[src/rtl/sa_row_feeder.sv]
// sa_row_feeder: pops rows from the async FIFO read port, skews lanes
// diagonally for the 3x3 systolic array and drains it with zero rows.
module sa_row_feeder #(
  parameter int LANES = 3,
  parameter int DW    = 8,
  parameter int ROWS  = 3,
  parameter int DRAIN = 4
) (
  input  logic                clk,
  input  logic                rst,
  input  logic                start,
  input  logic [LANES*DW-1:0] fifo_rdata,
  input  logic                fifo_empty,
  output logic                fifo_rinc,
  output logic                sa_en,
  output logic [LANES*DW-1:0] sa_in,
  output logic                busy,
  output logic                done
);

  localparam int RW  = $clog2(ROWS + 1);
  localparam int DCW = $clog2(DRAIN + 1);
  localparam logic [RW-1:0]  ROWS_C = RW'(ROWS);
  localparam logic [RW-1:0]  ROWS_M1 = RW'(ROWS - 1);
  localparam logic [DCW-1:0] DRN_M1 = DCW'(DRAIN - 1);

  typedef enum logic [1:0] {
    S_IDLE,
    S_STREAM,
    S_DRN,
    S_DONE
  } state_t;

  state_t state;
  state_t state_nx;

  logic [RW-1:0]       row_cnt;
  logic [DCW-1:0]      drn_cnt;
  logic                adv;
  logic [LANES*DW-1:0] inject;

  always_ff @(posedge clk) begin
    if (rst) state <= S_IDLE;
    else     state <= state_nx;
  end

  always_comb begin
    state_nx = state;
    unique case (state)
      S_IDLE:   if (start) state_nx = S_STREAM;
      S_STREAM: if (fifo_rinc && row_cnt == ROWS_M1) state_nx = S_DRN;
      S_DRN:    if (drn_cnt == DRN_M1) state_nx = S_DONE;
      S_DONE:   state_nx = S_IDLE;
      default:  state_nx = S_IDLE;
    endcase
  end

  // The array only steps when a row is injected, so stalls freeze the skew.
  always_comb begin
    fifo_rinc = 1'b0;
    adv       = 1'b0;
    busy      = 1'b1;
    done      = 1'b0;
    inject    = '0;
    unique case (state)
      S_IDLE:   busy = 1'b0;
      S_STREAM: begin
        fifo_rinc = !fifo_empty && (row_cnt < ROWS_C) && !rst;
        adv       = fifo_rinc;
        inject    = fifo_rdata;
      end
      S_DRN:    adv  = !rst;
      S_DONE:   done = 1'b1;
      default:  busy = 1'b0;
    endcase
  end

  always_ff @(posedge clk) begin
    if (rst) begin
      row_cnt <= '0;
      drn_cnt <= '0;
    end else begin
      if (state == S_IDLE && start) row_cnt <= '0;
      else if (fifo_rinc)           row_cnt <= row_cnt + RW'(1);
      if (state == S_STREAM && state_nx == S_DRN) drn_cnt <= '0;
      else if (state == S_DRN)                    drn_cnt <= drn_cnt + DCW'(1);
    end
  end

  always_ff @(posedge clk) begin
    if (rst) sa_en <= 1'b0;
    else     sa_en <= adv;
  end

  for (genvar k = 0; k < LANES; k++) begin : g_lane
    logic [DW-1:0] d;
    logic [DW-1:0] out_q;

    assign d = inject[k*DW +: DW];

    if (k == 0) begin : g_direct
      always_ff @(posedge clk) begin
        if (rst)      out_q <= '0;
        else if (adv) out_q <= d;
      end
    end else begin : g_chain
      logic [DW-1:0] chain [k];

      always_ff @(posedge clk) begin
        if (rst) begin
          for (int j = 0; j < k; j++) chain[j] <= '0;
          out_q <= '0;
        end else if (adv) begin
          chain[0] <= d;
          for (int j = 1; j < k; j++) chain[j] <= chain[j-1];
          out_q <= chain[k-1];
        end
      end
    end

    assign sa_in[k*DW +: DW] = out_q;
  end

endmodule

[config.mk]
export PLATFORM = sky130hd
export DESIGN_NAME = sa_row_feeder
export DESIGN_NICKNAME = d
export VERILOG_FILES = /design/src/rtl/sa_row_feeder.sv
export SDC_FILE = /design/constraint.sdc
export NUM_CORES = 1
export LEC_CHECK = 0
export ABC_AREA = 1
export BUFFER_PORTS_ARGS = -buffer_cell sky130_fd_sc_hd__buf_2
export CELL_PAD_IN_SITES_DETAIL_PLACEMENT = 0
export CELL_PAD_IN_SITES_GLOBAL_PLACEMENT = 2
export CORE_ASPECT_RATIO = 1.75
export CORE_MARGIN = 5
export CORE_UTILIZATION = 33
export CTS_BUF_LIST = sky130_fd_sc_hd__clkbuf_8
export CTS_CLUSTER_DIAMETER = 120
export DETAILED_ROUTE_END_ITERATION = 12
export HOLD_SLACK_MARGIN = 0.08
export PLACE_DENSITY_LB_ADDON = 0.05
export SYNTH_ARGS = -nofsm -noshare
export SYNTH_HDL_FRONTEND = slang
export SYNTH_SLANG_ARGS = --single-unit
[constraint.sdc]
create_clock -name clk -period 2.9 [get_ports clk]
set_input_delay 0.145 -clock clk [delete_from_list [all_inputs] [get_ports clk]]
set_output_delay 0.145 -clock clk [all_outputs]
set_load 0.02 [all_outputs]
==> results.tsv <==
metric	value	unit
Reg power frac	57.9	%
WS Path Type	reg -> reg	
# resized after CTS	0	
Yosys cell types	23	
slew at the pin with the worst max-slew slack	0.362	ns
post-synthesis adder-cell area fraction	4.92	%
final instance area	0.00284	sq mm
Synth-to-Final Area Change	23.8	%
status	complete, no violations	
RSZ-0062 raised after global routing	false	
clock sinks	56	
vias in the first global route	1642	
DP Wirelength	3.37	mm
sequential cell area fraction in the yosys report	59.5	%
final setup TNS	0	ns
Final Hold Slack	0.0982	ns
syn nets	285	
max-cap viol count	0	
IO Count	56	
DRT Pass-1 Iters	4	
Crit path largest cell delay	0.36	ns
final setup violation count	0	
ratio of cells with drive above 1 in the final layout	26.4	%
mux contribution to synthesized area	0.437	%
CP endpoint kind	flop	
Die W	73.0	um
Vias per Instance	4.17	
global-route wire length before repair	7.73	mm
Cell Int Power	1.14	mW
Sw Ratio	22.4	%
Layout Skew	0.00852	ns
num rows	40	
dpl ws	1.04	ns
TritonCTS clock tree	yes	
gr usage total	11.6	%
buffers plus inverters on the worst setup path	3	
cell count after synthesis	248	
Clock transition at path regs	0.09	ns
worst path arrival time	1.83	ns
DRT iter0 DRCs	67	
# DRC	0	
Hold Path Class	in -> reg	
leakage power figure	1.41	nW
initial core utilization	33.6	%
Final GP Congestion	0.746	
Final Max Slew Viols	0	
clk_lat worst skew	0.31	ns
Clock Tree Buf Depth	2	
Slew headroom	75.9	%
logic gate share of total power	8.0	%
Inserted Clock Buffers	5	
Core ar.	0.00681	sq mm
min Tclk post-route	1.84	ns
Root Buffer	clkbuf_8	
Post-Syn Area	0.00229	sq mm
DRT antenna net count	0	
power per cell area	517	mW/mm^2
largest family of logic cells by synthesized area	simple AND/OR/NAND/NOR gates	
setup slack after layout	1.06	ns
#FFs+latches synth	56	
Post-Synth XOR/XNOR Area	0.383	%
Cell Chain, Critical Path	inv_1 -> ha_1 -> inv_2 -> o21ai_2 -> nand2_2 -> nand2_1 -> buf_4	
YS warnings	0	
worst vdd ir	378	uV
Die H	120	um
Fmax	545	MHz
CP Launch Type	flop	
initial antenna violation count	0	
CP top delay family	buffers and inverters	
critical path fanouts, max	24	
period utilization	63.3	%
Post-DP Area	0.00265	sq mm
Avg Cell Area, Syn	9.23	sq um
compound-cell area share of the yosys netlist	3.33	%
crit path max-delay cell type	dfxtp_1	
switching power of the nets	0.329	mW
vias	1659	
final-report hold violation count	0	
total gr overflow	0	
CTS HTree Levels	2	
largest net degree at the start of global routing	39	
antenna fix cells	0	
Routed wire per std cell	11.6	um
Final Util	41.7	%
Die Area	0.00877	sq mm
routed wire length	4.61	mm
Worst Path Required	2.89	ns
Clock power frac	34.1	%
number of I/O port buffers	55	
fin nets	350	
Synth Area in Simple Gates	23.1	%
==> worst paths after layout <==
path | startpoint | endpoint | slack [ns] | cells after the start
setup / recovery | state[0] | g_lane[1].g_chain.chain[0][0] | 1.06 | 7
hold / removal | fifo_rdata[7] | g_lane[0].out_q[7] | 0.1 | 3
setup reg to reg | state[0] | g_lane[1].g_chain.chain[0][0] | 1.06 | 7
hold reg to reg | g_lane[2].g_chain.chain[1][5] | g_lane[2].out_q[5] | 0.44 | 2
==> synthesized netlist by cell type <==
| master | instances | area share, % |
|---|---|---|
| a211oi_1 | 1 | 0.33 |
| a21oi_1 | 3 | 0.66 |
| buf_2 | 5 | 1.1 |
| buf_4 | 1 | 0.33 |
| buf_6 | 1 | 0.49 |
| clkbuf_1 | 2 | 0.33 |
| clkinv_1 | 1 | 0.16 |
| clkinv_4 | 1 | 0.38 |
| dfxtp_1 | 32 | 28 |
| edfxtp_1 | 24 | 31 |
| ha_1 | 9 | 4.9 |
| inv_1 | 32 | 5.2 |
| inv_2 | 2 | 0.33 |
| mux2i_1 | 1 | 0.44 |
| nand2_1 | 59 | 9.7 |
| nand2_2 | 2 | 0.55 |
| nand2_4 | 1 | 0.49 |
| nand3_1 | 25 | 5.5 |
| nor2_1 | 24 | 3.9 |
| nor2_2 | 11 | 3.0 |
| o21ai_0 | 9 | 2.0 |
| o21ai_2 | 1 | 0.38 |
| xnor2_1 | 1 | 0.38 |
==> state kept, by name, indices dropped and copies added (netlist names) <==
| register | count |
|---|---|
| g_lane.out_q | 24 |
| state | 2 |
| sa_en | 1 |
| row_cnt | 2 |
| g_lane.g_chain.chain | 24 |
| drn_cnt | 3 |
==> layout by cell type, fill, tap and decap left out <==
master and n:
nand2_1 59, buf_2 55, inv_1 32, dfxtp_1 32, nand3_1 25, nor2_1 24
edfxtp_1 24, nor2_2 11, o21ai_0 9, ha_1 9, dlygate4sd3_1 8, clkbuf_8 5
buf_4 4, clkinv_1 3, a21oi_1 3, inv_2 2, nand2_2 2, o21ai_2 1
clkinv_4 1, nand2_4 1, a211oi_1 1, mux2i_1 1, xnor2_1 1, bufinv_16 1
==> metal layers <==
metal | up-vias | GRT usage, % | share of wire, %
met4 | 0 | 5.89 | 2.4
met3 | 6 | 3.33 | 6.2
met2 | 36 | 20.4 | 54
met5 | - | 0 | 0
met1 | 716 | 12.3 | 38
li1 | 901 | - | -
==> power by group through the flow <==
stage               registers (mW)  logic [mW]  clock network, mW
finish                       0.850       0.117              0.500
global route                 0.853       0.135              0.545
CTS                          0.850       0.121              0.517
detailed placement           0.869       0.112                  0
global placement             0.868       0.114                  0
floorplan                    0.873      0.0604                  0
==> cells by family after synthesis <==
kind of cell	after synthesis
AO/OA/AOI/OAI	14
XOR/XNOR	1
adder cells (fa/ha/maj)	9
buffers and inverters	45
flip-flops	56
multiplexers	1
AND/OR/NAND/NOR	122
==> cell type report <==
class | instances | area (sq um)
Tap cell | 84 | 105
Clock inverter | 3 | 37.5
Clock buffer | 5 | 68.8
Sequential cell | 56 | 1360
Timing Repair Buffer | 67 | 385
Inverter | 36 | 140
Multi-Input combinational cell | 147 | 737
Fill cell | 748 | 3970
==> worst register-to-register path: cells and delay by family, from the launching register on <==
family / cells / cell delay, ns
compound gates: 1 / 0.14
simple gates: 2 / 0.19
fa+ha+maj: 1 / 0.29
buf+inv: 3 / 0.52
flops: 1 / 0.36
==> through the flow <==
step	cells	power [mW]
CTS	398	1.49
finish	398	1.47
global placement	382	0.982
floorplan	248	0.933
detailed placement	382	0.981
global route	398	1.53
==> timing repair <==
item / CTS / global route
setup endpoints to repair: 0 / 0
hold endpoints to repair: 8 / 0
buffers inserted: 0 / 0
hold buffers: 8 / 0
Power figures use the tool's default switching activity.
